===== src/rtl/exec_stage_if.sv =====
// exec_stage_if: upstream, ALU and writeback handshake bundle of the execute stage.
interface exec_stage_if #(parameter int WIDTH = 32, parameter int RD_BITS = 5);
  logic               in_valid;
  logic               in_ready;
  logic [WIDTH-1:0]   in_a;
  logic [WIDTH-1:0]   in_b;
  logic [7:0]         in_op;
  logic [RD_BITS-1:0] in_rd;
  logic               in_sel_extra;
  logic               alu_valid;
  logic [WIDTH-1:0]   alu_a;
  logic [WIDTH-1:0]   alu_b;
  logic [7:0]         alu_op;
  logic               alu_ready;
  logic [WIDTH-1:0]   alu_result;
  logic [WIDTH-1:0]   alu_extra_result;
  logic               out_valid;
  logic               out_ready;
  logic [WIDTH-1:0]   out_data;
  logic [RD_BITS-1:0] out_rd;
  modport slave (
    input  in_valid, in_a, in_b, in_op, in_rd, in_sel_extra,
    input  alu_ready, alu_result, alu_extra_result, out_ready,
    output in_ready, alu_valid, alu_a, alu_b, alu_op, out_valid, out_data, out_rd
  );
  modport master (
    output in_valid, in_a, in_b, in_op, in_rd, in_sel_extra,
    output alu_ready, alu_result, alu_extra_result, out_ready,
    input  in_ready, alu_valid, alu_a, alu_b, alu_op, out_valid, out_data, out_rd
  );
endinterface


===== src/rtl/exec_stage.sv =====
// exec_stage: IDLE/BUSY/DONE sequencer between decode, a shared ALU and writeback.
// Define EXEC_STAGE_PERF_EN to add the stall_cycles counter port.
module exec_stage #(
  parameter int WIDTH   = 32,
  parameter int RD_BITS = 5
) (
  input  logic        clk,
  input  logic        rst,
  input  logic        flush,
`ifdef EXEC_STAGE_PERF_EN
  output logic [31:0] stall_cycles,
`endif
  exec_stage_if.slave bus
);
  typedef enum logic [1:0] {IDLE, BUSY, DONE} state_t;
  state_t             state_q, state_d;
  logic [WIDTH-1:0]   a_q, a_d, b_q, b_d, data_q, data_d;
  logic [7:0]         op_q, op_d;
  logic [RD_BITS-1:0] rd_q, rd_d, out_rd_q, out_rd_d;
  logic               sel_q, sel_d;
  logic               in_ready, accept;
  assign in_ready      = !flush && (state_q == IDLE || (state_q == DONE && bus.out_ready));
  assign accept        = in_ready && bus.in_valid;
  assign bus.in_ready  = in_ready;
  assign bus.alu_valid = state_q == BUSY;
  assign bus.alu_a     = a_q;
  assign bus.alu_b     = b_q;
  assign bus.alu_op    = op_q;
  assign bus.out_valid = state_q == DONE;
  assign bus.out_data  = data_q;
  assign bus.out_rd    = out_rd_q;
  always_comb begin
    state_d  = state_q;
    a_d      = a_q;
    b_d      = b_q;
    op_d     = op_q;
    rd_d     = rd_q;
    sel_d    = sel_q;
    data_d   = data_q;
    out_rd_d = out_rd_q;
    if (accept) begin
      a_d     = bus.in_a;
      b_d     = bus.in_b;
      op_d    = bus.in_op;
      rd_d    = bus.in_rd;
      sel_d   = bus.in_sel_extra;
      state_d = BUSY;
    end else if (state_q == BUSY && bus.alu_ready) begin
      // x0 is hardwired to zero, but the writeback handshake still happens
      data_d   = (rd_q == '0) ? '0 : (sel_q ? bus.alu_extra_result : bus.alu_result);
      out_rd_d = rd_q;
      state_d  = DONE;
    end else if (state_q == DONE && bus.out_ready) begin
      state_d = IDLE;
    end
    if (flush) state_d = IDLE;
  end
  always_ff @(posedge clk or posedge rst) begin
    if (rst) begin
      state_q  <= IDLE;
      a_q      <= '0;
      b_q      <= '0;
      op_q     <= '0;
      rd_q     <= '0;
      sel_q    <= 1'b0;
      data_q   <= '0;
      out_rd_q <= '0;
    end else begin
      state_q  <= state_d;
      a_q      <= a_d;
      b_q      <= b_d;
      op_q     <= op_d;
      rd_q     <= rd_d;
      sel_q    <= sel_d;
      data_q   <= data_d;
      out_rd_q <= out_rd_d;
    end
  end
`ifdef EXEC_STAGE_PERF_EN
  logic [31:0] stall_q, stall_d;
  assign stall_d      = stall_q + 32'((state_q == BUSY && !bus.alu_ready) || (state_q == DONE && !bus.out_ready));
  assign stall_cycles = stall_q;
  always_ff @(posedge clk or posedge rst) begin
    if (rst) stall_q <= '0;
    else stall_q <= stall_d;
  end
`endif
endmodule

===== src/flat_wrapper.sv =====
// flat-port wrapper written by rule: the top's interface ports become plain ports
module exec_stage_flat 
#(
  parameter int WIDTH   = 32,
  parameter int RD_BITS = 5
)
  (clk, rst, flush, bus_in_valid, bus_in_a, bus_in_b, bus_in_op, bus_in_rd, bus_in_sel_extra, bus_alu_ready, bus_alu_result, bus_alu_extra_result, bus_out_ready, bus_in_ready, bus_alu_valid, bus_alu_a, bus_alu_b, bus_alu_op, bus_out_valid, bus_out_data, bus_out_rd);
  exec_stage_if #(.WIDTH(WIDTH), .RD_BITS(RD_BITS)) bus_i ();
  input  logic clk;
  input  logic rst;
  input  logic flush;
  input wire logic [$bits(bus_i.in_valid)-1:0] bus_in_valid;
  input wire logic [$bits(bus_i.in_a)-1:0] bus_in_a;
  input wire logic [$bits(bus_i.in_b)-1:0] bus_in_b;
  input wire logic [$bits(bus_i.in_op)-1:0] bus_in_op;
  input wire logic [$bits(bus_i.in_rd)-1:0] bus_in_rd;
  input wire logic [$bits(bus_i.in_sel_extra)-1:0] bus_in_sel_extra;
  input wire logic [$bits(bus_i.alu_ready)-1:0] bus_alu_ready;
  input wire logic [$bits(bus_i.alu_result)-1:0] bus_alu_result;
  input wire logic [$bits(bus_i.alu_extra_result)-1:0] bus_alu_extra_result;
  input wire logic [$bits(bus_i.out_ready)-1:0] bus_out_ready;
  output wire logic [$bits(bus_i.in_ready)-1:0] bus_in_ready;
  output wire logic [$bits(bus_i.alu_valid)-1:0] bus_alu_valid;
  output wire logic [$bits(bus_i.alu_a)-1:0] bus_alu_a;
  output wire logic [$bits(bus_i.alu_b)-1:0] bus_alu_b;
  output wire logic [$bits(bus_i.alu_op)-1:0] bus_alu_op;
  output wire logic [$bits(bus_i.out_valid)-1:0] bus_out_valid;
  output wire logic [$bits(bus_i.out_data)-1:0] bus_out_data;
  output wire logic [$bits(bus_i.out_rd)-1:0] bus_out_rd;
  assign bus_i.in_valid = bus_in_valid;
  assign bus_i.in_a = bus_in_a;
  assign bus_i.in_b = bus_in_b;
  assign bus_i.in_op = bus_in_op;
  assign bus_i.in_rd = bus_in_rd;
  assign bus_i.in_sel_extra = bus_in_sel_extra;
  assign bus_i.alu_ready = bus_alu_ready;
  assign bus_i.alu_result = bus_alu_result;
  assign bus_i.alu_extra_result = bus_alu_extra_result;
  assign bus_i.out_ready = bus_out_ready;
  assign bus_in_ready = bus_i.in_ready;
  assign bus_alu_valid = bus_i.alu_valid;
  assign bus_alu_a = bus_i.alu_a;
  assign bus_alu_b = bus_i.alu_b;
  assign bus_alu_op = bus_i.alu_op;
  assign bus_out_valid = bus_i.out_valid;
  assign bus_out_data = bus_i.out_data;
  assign bus_out_rd = bus_i.out_rd;
  exec_stage #(.WIDTH(WIDTH), .RD_BITS(RD_BITS)) u_core (.clk(clk), .rst(rst), .flush(flush), .bus(bus_i));
endmodule

===== config.mk =====
export PLATFORM = sky130hd
export DESIGN_NAME = exec_stage_flat
export DESIGN_NICKNAME = d
export VERILOG_FILES = /design/src/rtl/exec_stage_if.sv /design/src/rtl/exec_stage.sv /design/src/flat_wrapper.sv
export SDC_FILE = /design/constraint.sdc
export NUM_CORES = 1
export LEC_CHECK = 0
export BUFFER_PORTS_ARGS = -buffer_cell sky130_fd_sc_hd__buf_4
export CORE_MARGIN = 2
export CORE_UTILIZATION = 25
export CTS_CLUSTER_DIAMETER = 150
export DETAILED_ROUTE_END_ITERATION = 10
export HOLD_SLACK_MARGIN = 0.1
export PLACE_DENSITY = 0.58
export REMOVE_ABC_BUFFERS = 1
export SETUP_SLACK_MARGIN = 0.2
export SYNTH_ARGS = -nofsm -noshare
export SYNTH_HDL_FRONTEND = slang
export SYNTH_SLANG_ARGS = --single-unit
export TNS_END_PERCENT = 20

===== constraint.sdc =====
create_clock -name clk -period 7.3 [get_ports clk]
set_input_delay 0.73 -clock clk [delete_from_list [all_inputs] [get_ports clk]]
set_output_delay 0.73 -clock clk [all_outputs]
set_load 0.01 [all_outputs]

==> metrics.txt, run 1 <==
run status=completed; Worst path max stage delay=approximately 0.64 ns; CTS Buf Count=17; # rows=50; Final ANT Viol Nets=0; remaining global-route overflow=0; worst clock skew=about 0.011 ns; die outline width=143 microns; Synth cell types=20; fin crit share=0.310; CP cell instances=buf_4 -> nand2b_1 -> nand3_4 -> buf_4 -> mux2_2; first-pass GRT wire length=20300 microns; Buffers on Ports=259; setup_tns=0 ns; number of flops mapped to enable cells by yosys=0; area delta synth->final=56.9%; IO Count=260; register area=roughly 0.003 sq mm; average size of a mapped cell=about 14 sq um; Mapped Area=0.00480 sq mm; CP Launch Point=bus_out_ready; dpl hpwl=9800 microns; CP Data Required Time=7.59 ns; #FFs+latches synth=117; overall routing resource usage=0.131; clk_lat worst skew=0.42 ns; area of the multi-input gates=~0.0017 sq mm; Top cell by count, worst path=buf_4; total die area=approximately 0.02 sq mm; register area share after synthesis=0.609; CTS H-tree lvls=4; Critical R2R Launch=u_core.state_q[1]$_DFFE_PP0P_; Synth warnings=0; vias in the first global route=3956; # resized after CTS=0; Avg WL per Cell=15.9 microns; Layout Utilization=0.402; CP max FO=51; largest net degree at the start of global routing=70; RSZ-0062 raised after global routing=false; Slew @ Worst Pin=0.936 ns; TritonCTS Sinks=117; Max Cap Viol=0; Main synth FF type=dfrtp_1; synthesized instance count=332; Synth async-reset ratio=1.00; Setup Viol. Count Final=0; Worst Hold Class=in -> async; Max IR drop VDD=approximately 0.16 mV; share of cells above drive strength 1=0.630; Final #Nets=739; Initial DRC Count=between 90 and 100; Ant. Diodes=0; CTS Hold Bufs=0; initial core utilization=0.256; Final min period=2.27 ns; first-pass iteration count of the detailed router=4; core box area=approximately 0.019 sq mm; initial antenna violation count=0; pwr/cell area=339 mW/mm^2; Fin. Hold Viols=0; CP Launch Type=input pin; DRC violations left=0; routed via count=approximately 3600; clock root buffer=clkbuf_16; Critical Path AT=2.56 ns; routed vias/inst=4.35; Rel. slew slack=0.376; clock-pin slew on the worst setup and hold paths=0.06 ns; Max Freq=0.441 GHz; max-slew violation count=0; GP Congestion=around 0.73; Total Wirelength=13300 microns; CTS Buffer Depth=2; # fillers=1791; Lkg Pwr=3.70 nW; Setup CP Type=in -> reg; post-CTS setup buffer count=0; chip height=143 microns; CTS tree=done; Setup crit end kind=flip-flop; CP max-delay cell=buf_4
-- cell usage after synthesis (2+ instances only) --
master | n | area [sq um]
clkbuf_1 | 6 | 22.5
buf_2 | 11 | 55.1
mux2_2 | 74 | 833
nor2b_1 | 2 | 12.5
buf_6 | 5 | 56.3
mux2_4 | 9 | 135
mux2i_1 | 32 | 320
dfrtp_1 | 117 | 2930
o31ai_1 | 32 | 240
nand2_1 | 33 | 124
nand3b_1 | 2 | 15.0
-- per-layer routing --
metal,up-vias,part of all wire,wire length [microns],global-route usage
li1,1702,-,-,-
met1,1734,0.41,5390,0.153
met2,192,0.47,6230,0.213
met3,11,0.11,1480,0.0577
met4,0,0.013,179,0.0490
met5,-,0,0,0
-- cells by family after synthesis --
family / synth area share
compound gates: 0.0521
mux: 0.268
flops: 0.609
simple gates: 0.0417
buf+inv: 0.0286
-- registers in the layout, indices dropped and copies added, names as in the netlist --
signal and flops:
u_core.bus.alu_a 32, u_core.bus.out_rd 5, u_core.bus.alu_op 8, u_core.bus.alu_b 32
u_core.state_q 2, u_core.rd_q 5, u_core.bus.out_data 32, u_core.sel_q 1
-- worst max-delay path: cells and delay by family --
kind	cells	cell delay, ns
muxes	1	0.41
buffers and inverters	2	0.74
and+or+nand+nor	2	0.62
-- metrics by stage --
step / power (mW) / hold WS [ns] / cells / cell area, sq um / worst slack, ns
2_1_floorplan: 1.30 / 0.499 / 310 / 4670 / 3.47
6_report: 2.55 / 0.441 / 837 / 7540 / 5.03
3_5_place_dp: 1.74 / 0.467 / 806 / 6940 / 4.55
4_1_cts: 2.60 / 0.462 / 837 / 7540 / 5.00
3_3_place_gp: 1.71 / 0.464 / 806 / 6940 / 4.64
5_1_grt: 2.71 / 0.466 / 837 / 7540 / 4.91
-- placed cells by master (no fill, tap or decap), drive strengths merged, types with 2 or more instances in the layout --
| master | synthesis | routed |
|---|---|---|
| bufinv | 0 | 3 |
| clkinvlp | 0 | 5 |
| clkbuf | 6 | 19 |
| buf | 16 | 262 |
| clkinv | 0 | 3 |
| o31ai | 32 | 32 |
| dfrtp | 117 | 117 |
| nand2 | 33 | 33 |
| inv | 1 | 2 |
| nor2b | 2 | 2 |
| nor2 | 2 | 2 |
| nand3b | 2 | 2 |
| mux2i | 32 | 32 |
| mux2 | 83 | 83 |
-- report_power, final --
group          internal (mW)  leakage (nW)  switching, mW
registers              0.840          1.40          0.128
clock network          0.543         0.277          0.300
logic                  0.437          2.02          0.305
-- path summary, 6_finish.rpt --
kind | endpoint | slack, ns | cells after the start
setup / recovery | u_core.bus.alu_op[4]$_DFFE_PP0P_ | 5.03 | 5
hold / removal | u_core.bus.alu_op[5]$_DFFE_PP0P_ | 0.44 | 2
setup reg to reg | u_core.bus.alu_op[4]$_DFFE_PP0P_ | 5.12 | 4
hold reg to reg | u_core.bus.out_data[21]$_DFFE_PP0P_ | 0.48 | 2
max in group asynchronous | u_core.sel_q$_DFFE_PP0P_ | 5.55 | 3
min in group clk | u_core.bus.out_data[21]$_DFFE_PP0P_ | 0.48 | 2
-- layout make-up --
type / count / area share
clock buffer: 19 / 0.0587
clock inverter: 12 / 0.0206
inverter: 1 / 0.000830
multi-input combinational: 192 / 0.232
sequential: 117 / 0.388
tap: 234 / 0.0388
timing repair buffer: 262 / 0.261
Power figures use the tool's default switching activity.
==> run 2, diff against run 1 <==
==> constraint.sdc (replaced) <==
create_clock -name clk -period 2.1 [get_ports clk]
set_input_delay 0.21 -clock clk [delete_from_list [all_inputs] [get_ports clk]]
set_output_delay 0.21 -clock clk [all_outputs]
set_load 0.01 [all_outputs]
==> run 2 against run 1 <==
Compared with the run above:
- utilization is 4.6 points higher
- wire length increased by 5.7%
- sequential share of layout area down 4.0 points
- largest cell class unchanged
- largest power group unchanged
- first-iteration DRC count up 43%
- sequential power rose to 3.5 times the previous value
==> metrics.txt, run 2 (same netlist as run 1, synthesis figures left out) <==
Buffers on Ports=roughly 260; Max IR drop VDD=0.511 mV; CP max FO=32; # rows=50; die outline width=143 microns; Avg WL per Cell=about 15 microns; Worst path max stage delay=about 0.55 ns; CP max-delay cell=or4_4; initial core utilization=0.256; core box area=around 0.019 sq mm; GP Congestion=0.736; Max Cap Viol=0; Pwr Total=roughly 9.0 mW; RSZ-0062 raised after global routing=false; Final ANT Viol Nets=0; dpl hpwl=10000 microns; TritonCTS Sinks=approximately 120; Setup Viol. Count Final=0; Ant. Diodes=0; DRC violations left=0; total die area=just over 0.02 sq mm; setup_tns=0 ns; CTS H-tree lvls=4; worst clock skew=roughly 0.0067 ns; remaining global-route overflow=0; CTS Buffer Depth=2; post-CTS setup buffer count=0; Post-DP Area=0.00702 sq mm; routed via count=4017; Initial DRC Count=134; Worst Hold Class=in -> reg; initial antenna violation count=0; vias in the first global route=4361; Fin. Hold Viols=0; # fillers=roughly 1700; most common cell after layout, fill and taps aside=buf_4; area delta synth->final=75.0%; first-pass iteration count of the detailed router=4; Rel. slew slack=0.598; CTS tree=done; fin crit share=0.771; Final #Nets=825; Layout Utilization=0.448; Total Wirelength=14000 microns; max-slew violation count=0; CP Launch Type=flip-flop; clock root buffer=clkbuf_16; overall routing resource usage=0.138; largest net degree at the start of global routing=70; Setup CP Type=reg -> reg; Max Freq=0.618 GHz; run status=completed; Lkg Pwr=4.08 nW; Final Cell Area=between 0.008 and 0.009 sq mm; routed vias/inst=4.35; CP Data Required Time=approximately 2.4 ns; CP cell instances=or4_4 -> nor2_4 -> buf_4 -> o31ai_1; Setup crit end kind=flip-flop; share of cells above drive strength 1=0.557; clock-pin slew on the worst setup and hold paths=0.05 ns; IO Count=260; CTS Buf Count=17; chip height=between 100 and 150 microns; Final min period=1.62 ns; WHS=0.134 ns; Critical Path AT=1.89 ns; clk_lat worst skew=0.41 ns; first-pass GRT wire length=roughly 22000 microns; most frequent cells in the layout=buf_4 (265), dfrtp_1 (116), dlygate4sd3_1 (80), mux2_2 (74), nand2_1 (33); pwr/cell area=1070 mW/mm^2; Slew @ Worst Pin=0.603 ns
run 2: cell count changes in the layout (fill, tap and decap cells not counted):
cell	change
dlygate4sd3_1	+80
clkbuf_1	+3
clkinvlp_4	-3
clkinv_4	-1
clkinv_2	+3
buf_4	+3
buf_12	+3
inv_6	-1
run 2: power by group:
group	internal [mW]	total [mW]	leakage, nW	switching [mW]
sequential	2.92	3.35	1.40	0.432
clock	1.88	2.87	0.284	0.990
combinational	1.64	2.75	2.40	1.11
total	6.45	8.98	4.08	2.54
run 2: path summary, 6_finish.rpt:
check                      slack [ns]                               start  depth (start not counted)                                   to
setup / recovery                 0.48          u_core.rd_q[2]$_DFFE_PP0P_                          4  u_core.bus.out_data[22]$_DFFE_PP0P_
hold / removal                   0.13                       bus_alu_ready                          3        u_core.state_q[1]$_DFFE_PP0P_
setup reg to reg                 0.48          u_core.rd_q[2]$_DFFE_PP0P_                          4  u_core.bus.out_data[22]$_DFFE_PP0P_
hold reg to reg                  0.48  u_core.bus.out_data[5]$_DFFE_PP0P_                          2   u_core.bus.out_data[5]$_DFFE_PP0P_
max in group asynchronous        1.10                                 rst                          4  u_core.bus.out_data[13]$_DFFE_PP0P_
min in group asynchronous        0.34                                 rst                          3     u_core.bus.alu_op[6]$_DFFE_PP0P_
run 2: layout make-up:
| class | count | area [sq um] | share of cell area |
|---|---|---|---|
| sequential | 117 | 2930 | 0.348 |
| timing repair buffer | 348 | 2850 | 0.339 |
| multi-input combinational | 192 | 1750 | 0.208 |
| clock buffer | 22 | 454 | 0.0540 |
| tap | 234 | 293 | 0.0348 |
| clock inverter | 10 | 130 | 0.0155 |
| inverter | 1 | 6.26 | 0.000744 |
run 2: per-stage QoR:
stage / instances / worst slack (ns)
final: 924 / 0.481
after global routing: 924 / 0.388
after CTS: 924 / 0.466
after detailed placement: 812 / 0.478
after global placement: 812 / 0.502
after floorplan: 310 / -1.21
run 2: routing by layer:
| layer | part of all wire | up-vias | track usage |
|---|---|---|---|
| met3 | 0.099 | 11 | 0.0550 |
| li1 | - | 1873 | - |
| met1 | 0.40 | 1936 | 0.155 |
| met2 | 0.49 | 197 | 0.239 |
| met5 | 0 | - | 0 |
| met4 | 0.013 | 0 | 0.0453 |
run 2: critical path, delay by kind of cell (launching register included):
kind,cells,cell delay [ns]
simple gates,2,0.64
buf+inv,1,0.31
flops,1,0.39
compound gates,1,0.14
run 2: what timing repair did:
item | 4_1_cts | 5_1_grt
hold endpoints to repair | 100 | 0
hold buffers | 80 | 0
gates resized for setup | 0 | 0
==> run 3, diff against run 2 <==
==> constraint.sdc (replaced) <==
create_clock -name clk -period 1.7 [get_ports clk]
set_input_delay 0.17 -clock clk [delete_from_list [all_inputs] [get_ports clk]]
set_output_delay 0.17 -clock clk [all_outputs]
set_load 0.01 [all_outputs]
==> run 3 against run 2 <==
Compared with the run above:
- wire length is 3.5% higher
- hold slack worse by 0.015 ns
- fmax is 9.0% higher
- sequential cell count is the same
- largest cell class is now buffers
- sequential share of layout area fell by 0.70 points
- final area is 2.1% higher
- worst setup slack worse by 0.27 ns
==> metrics.txt, run 3 (same netlist as run 1, synthesis figures left out) <==
run status=completed; Ant. Diodes=0; setup_tns=0 ns; Post-DP Area=0.00705 sq mm; CTS tree=done; CP Launch Type=flip-flop; Critical R2R Launch=u_core.rd_q[2]$_DFFE_PP0P_; CP max FO=32; overall routing resource usage=0.141; GP Congestion=0.755; most common cell after layout, fill and taps aside=buf_4; DRC violations left=0; Rel. slew slack=0.775; Avg WL per Cell=15.5 microns; Lkg Pwr=roughly 4.2 nW; clock root buffer=clkbuf_16; routed vias/inst=4.30; R2R cell count=4; Final Cell Area=0.00858 sq mm; Fin. Hold Viols=0; area of the multi-input gates=approximately 0.0018 sq mm; post-CTS setup buffer count=0; Total Wirelength=14500 microns; first-pass GRT wire length=about 22000 microns; clock-pin slew on the worst setup and hold paths=0.05 ns; CP max-delay cell=or4_4; total die area=0.0203 sq mm; Initial DRC Count=128; Buffers on Ports=259; Finished Layout Cells=around 940; Max Cap Viol=0; Setup Viol. Count Final=0; RSZ-0062 raised after global routing=true; CTS H-tree lvls=4; IO Count=260; max-slew violation count=0; Max IR drop VDD=between 0.6 and 0.7 mV; die outline width=about 140 microns; chip height=approximately 140 microns; largest net degree at the start of global routing=70; # rows=50; dpl hpwl=between 9000 and 10000 microns; share of cells above drive strength 1=0.550; Pwr Total=about 11 mW; worst setup margin=0.214 ns; R2R setup slack=0.21 ns; Worst path max stage delay=0.55 ns; Setup crit end=u_core.bus.out_data[9]$_DFFE_PP0P_; CP Launch Point=u_core.rd_q[2]$_DFFE_PP0P_; CTS Buffer Depth=2; most frequent cells in the layout=buf_4 (261), dfrtp_1 (116), dlygate4sd3_1 (93), mux2_2 (74), nand2_1 (33); initial antenna violation count=0; Setup crit end kind=flip-flop; worst clock skew=0.00583 ns; Final min period=between 1 and 1.5 ns; Worst Hold Class=in -> reg; initial core utilization=0.256; WHS=around 0.12 ns; routed via count=4023; fin crit share=0.874; first-pass iteration count of the detailed router=4; vias in the first global route=4296; pwr/cell area=1290 mW/mm^2; # fillers=1684; Setup CP Type=reg -> reg; Layout Utilization=0.457; Critical Path AT=1.76 ns; Final #Nets=between 800 and 900; Slew @ Worst Pin=~0.34 ns; Final ANT Viol Nets=0; Max Freq=0.673 GHz; TritonCTS Sinks=117; hold path start=bus_alu_result[18]; FF-to-FF End=u_core.bus.out_data[9]$_DFFE_PP0P_; area delta synth->final=78.6%; core box area=0.0188 sq mm; CP cell instances=or4_4 -> nor2_4 -> buf_12 -> o31ai_1; worst slack, placed=~0.22 ns; CP Data Required Time=1.97 ns; CTS Buf Count=17; placed insts=811; remaining global-route overflow=0; clk_lat worst skew=roughly 0.4 ns; register area=between 0.002 and 0.003 sq mm
## run 3: changes by cell type in the layout (fill, tap and decap cells not counted), sizes merged
cell | previous run | this run
dlygate4sd3 | 80 | 93
bufinv | 3 | 2
clkinv | 5 | 7
buf | 268 | 267
clkbuf | 22 | 21
## run 3: worst max-delay path: cells and delay by family (launching register included)
family | cells | cell delay [ns]
and+or+nand+nor | 2 | 0.66
DFF | 1 | 0.39
AOI/OAI and AO/OA | 1 | 0.11
buffers and inverters | 1 | 0.18
## run 3: area by class of cell
cell class,count,area share
tap,234,0.0341
multi-input combinational,192,0.204
clock buffer,20,0.0520
inverter,1,0.000729
timing repair buffer,361,0.355
clock inverter,11,0.0128
sequential,117,0.341
## run 3: routing by layer
layer | GRT usage | vias up | routed length (microns)
met5 | 0 | - | 0
met4 | 0.0474 | 0 | 149
met3 | 0.0557 | 11 | 1350
met2 | 0.240 | 189 | 7220
met1 | 0.160 | 1918 | 5810
li1 | - | 1905 | -
## run 3: worst min path at each step
stage                                           to  slack (ns)  cells past startpoint
6_report       u_core.bus.out_data[18]$_DFFE_PP0P_        0.12                      3
5_1_grt              u_core.state_q[1]$_DFFE_PP0P_        0.12                      3
4_1_cts              u_core.state_q[1]$_DFFE_PP0P_        0.10                      3
3_5_place_dp              u_core.sel_q$_DFFE_PP0P_        0.06                      2
3_3_place_gp              u_core.sel_q$_DFFE_PP0P_        0.05                      2
2_1_floorplan        u_core.state_q[1]$_DFFE_PP0P_        0.23                      1
## run 3: power breakdown
group          switching, mW  internal, mW
Combinational           1.46          2.07
Clock                   1.25          2.16
Sequential             0.475          3.61
Total                   3.19          7.84
## run 3: timing repair
item | CTS | global route
hold buffers | 93 | 0
cloned | 0 | 1
hold endpoints to repair | 205 | 0
gates resized for setup | 2 | 1
endpoints found under the setup margin | 1 | 89
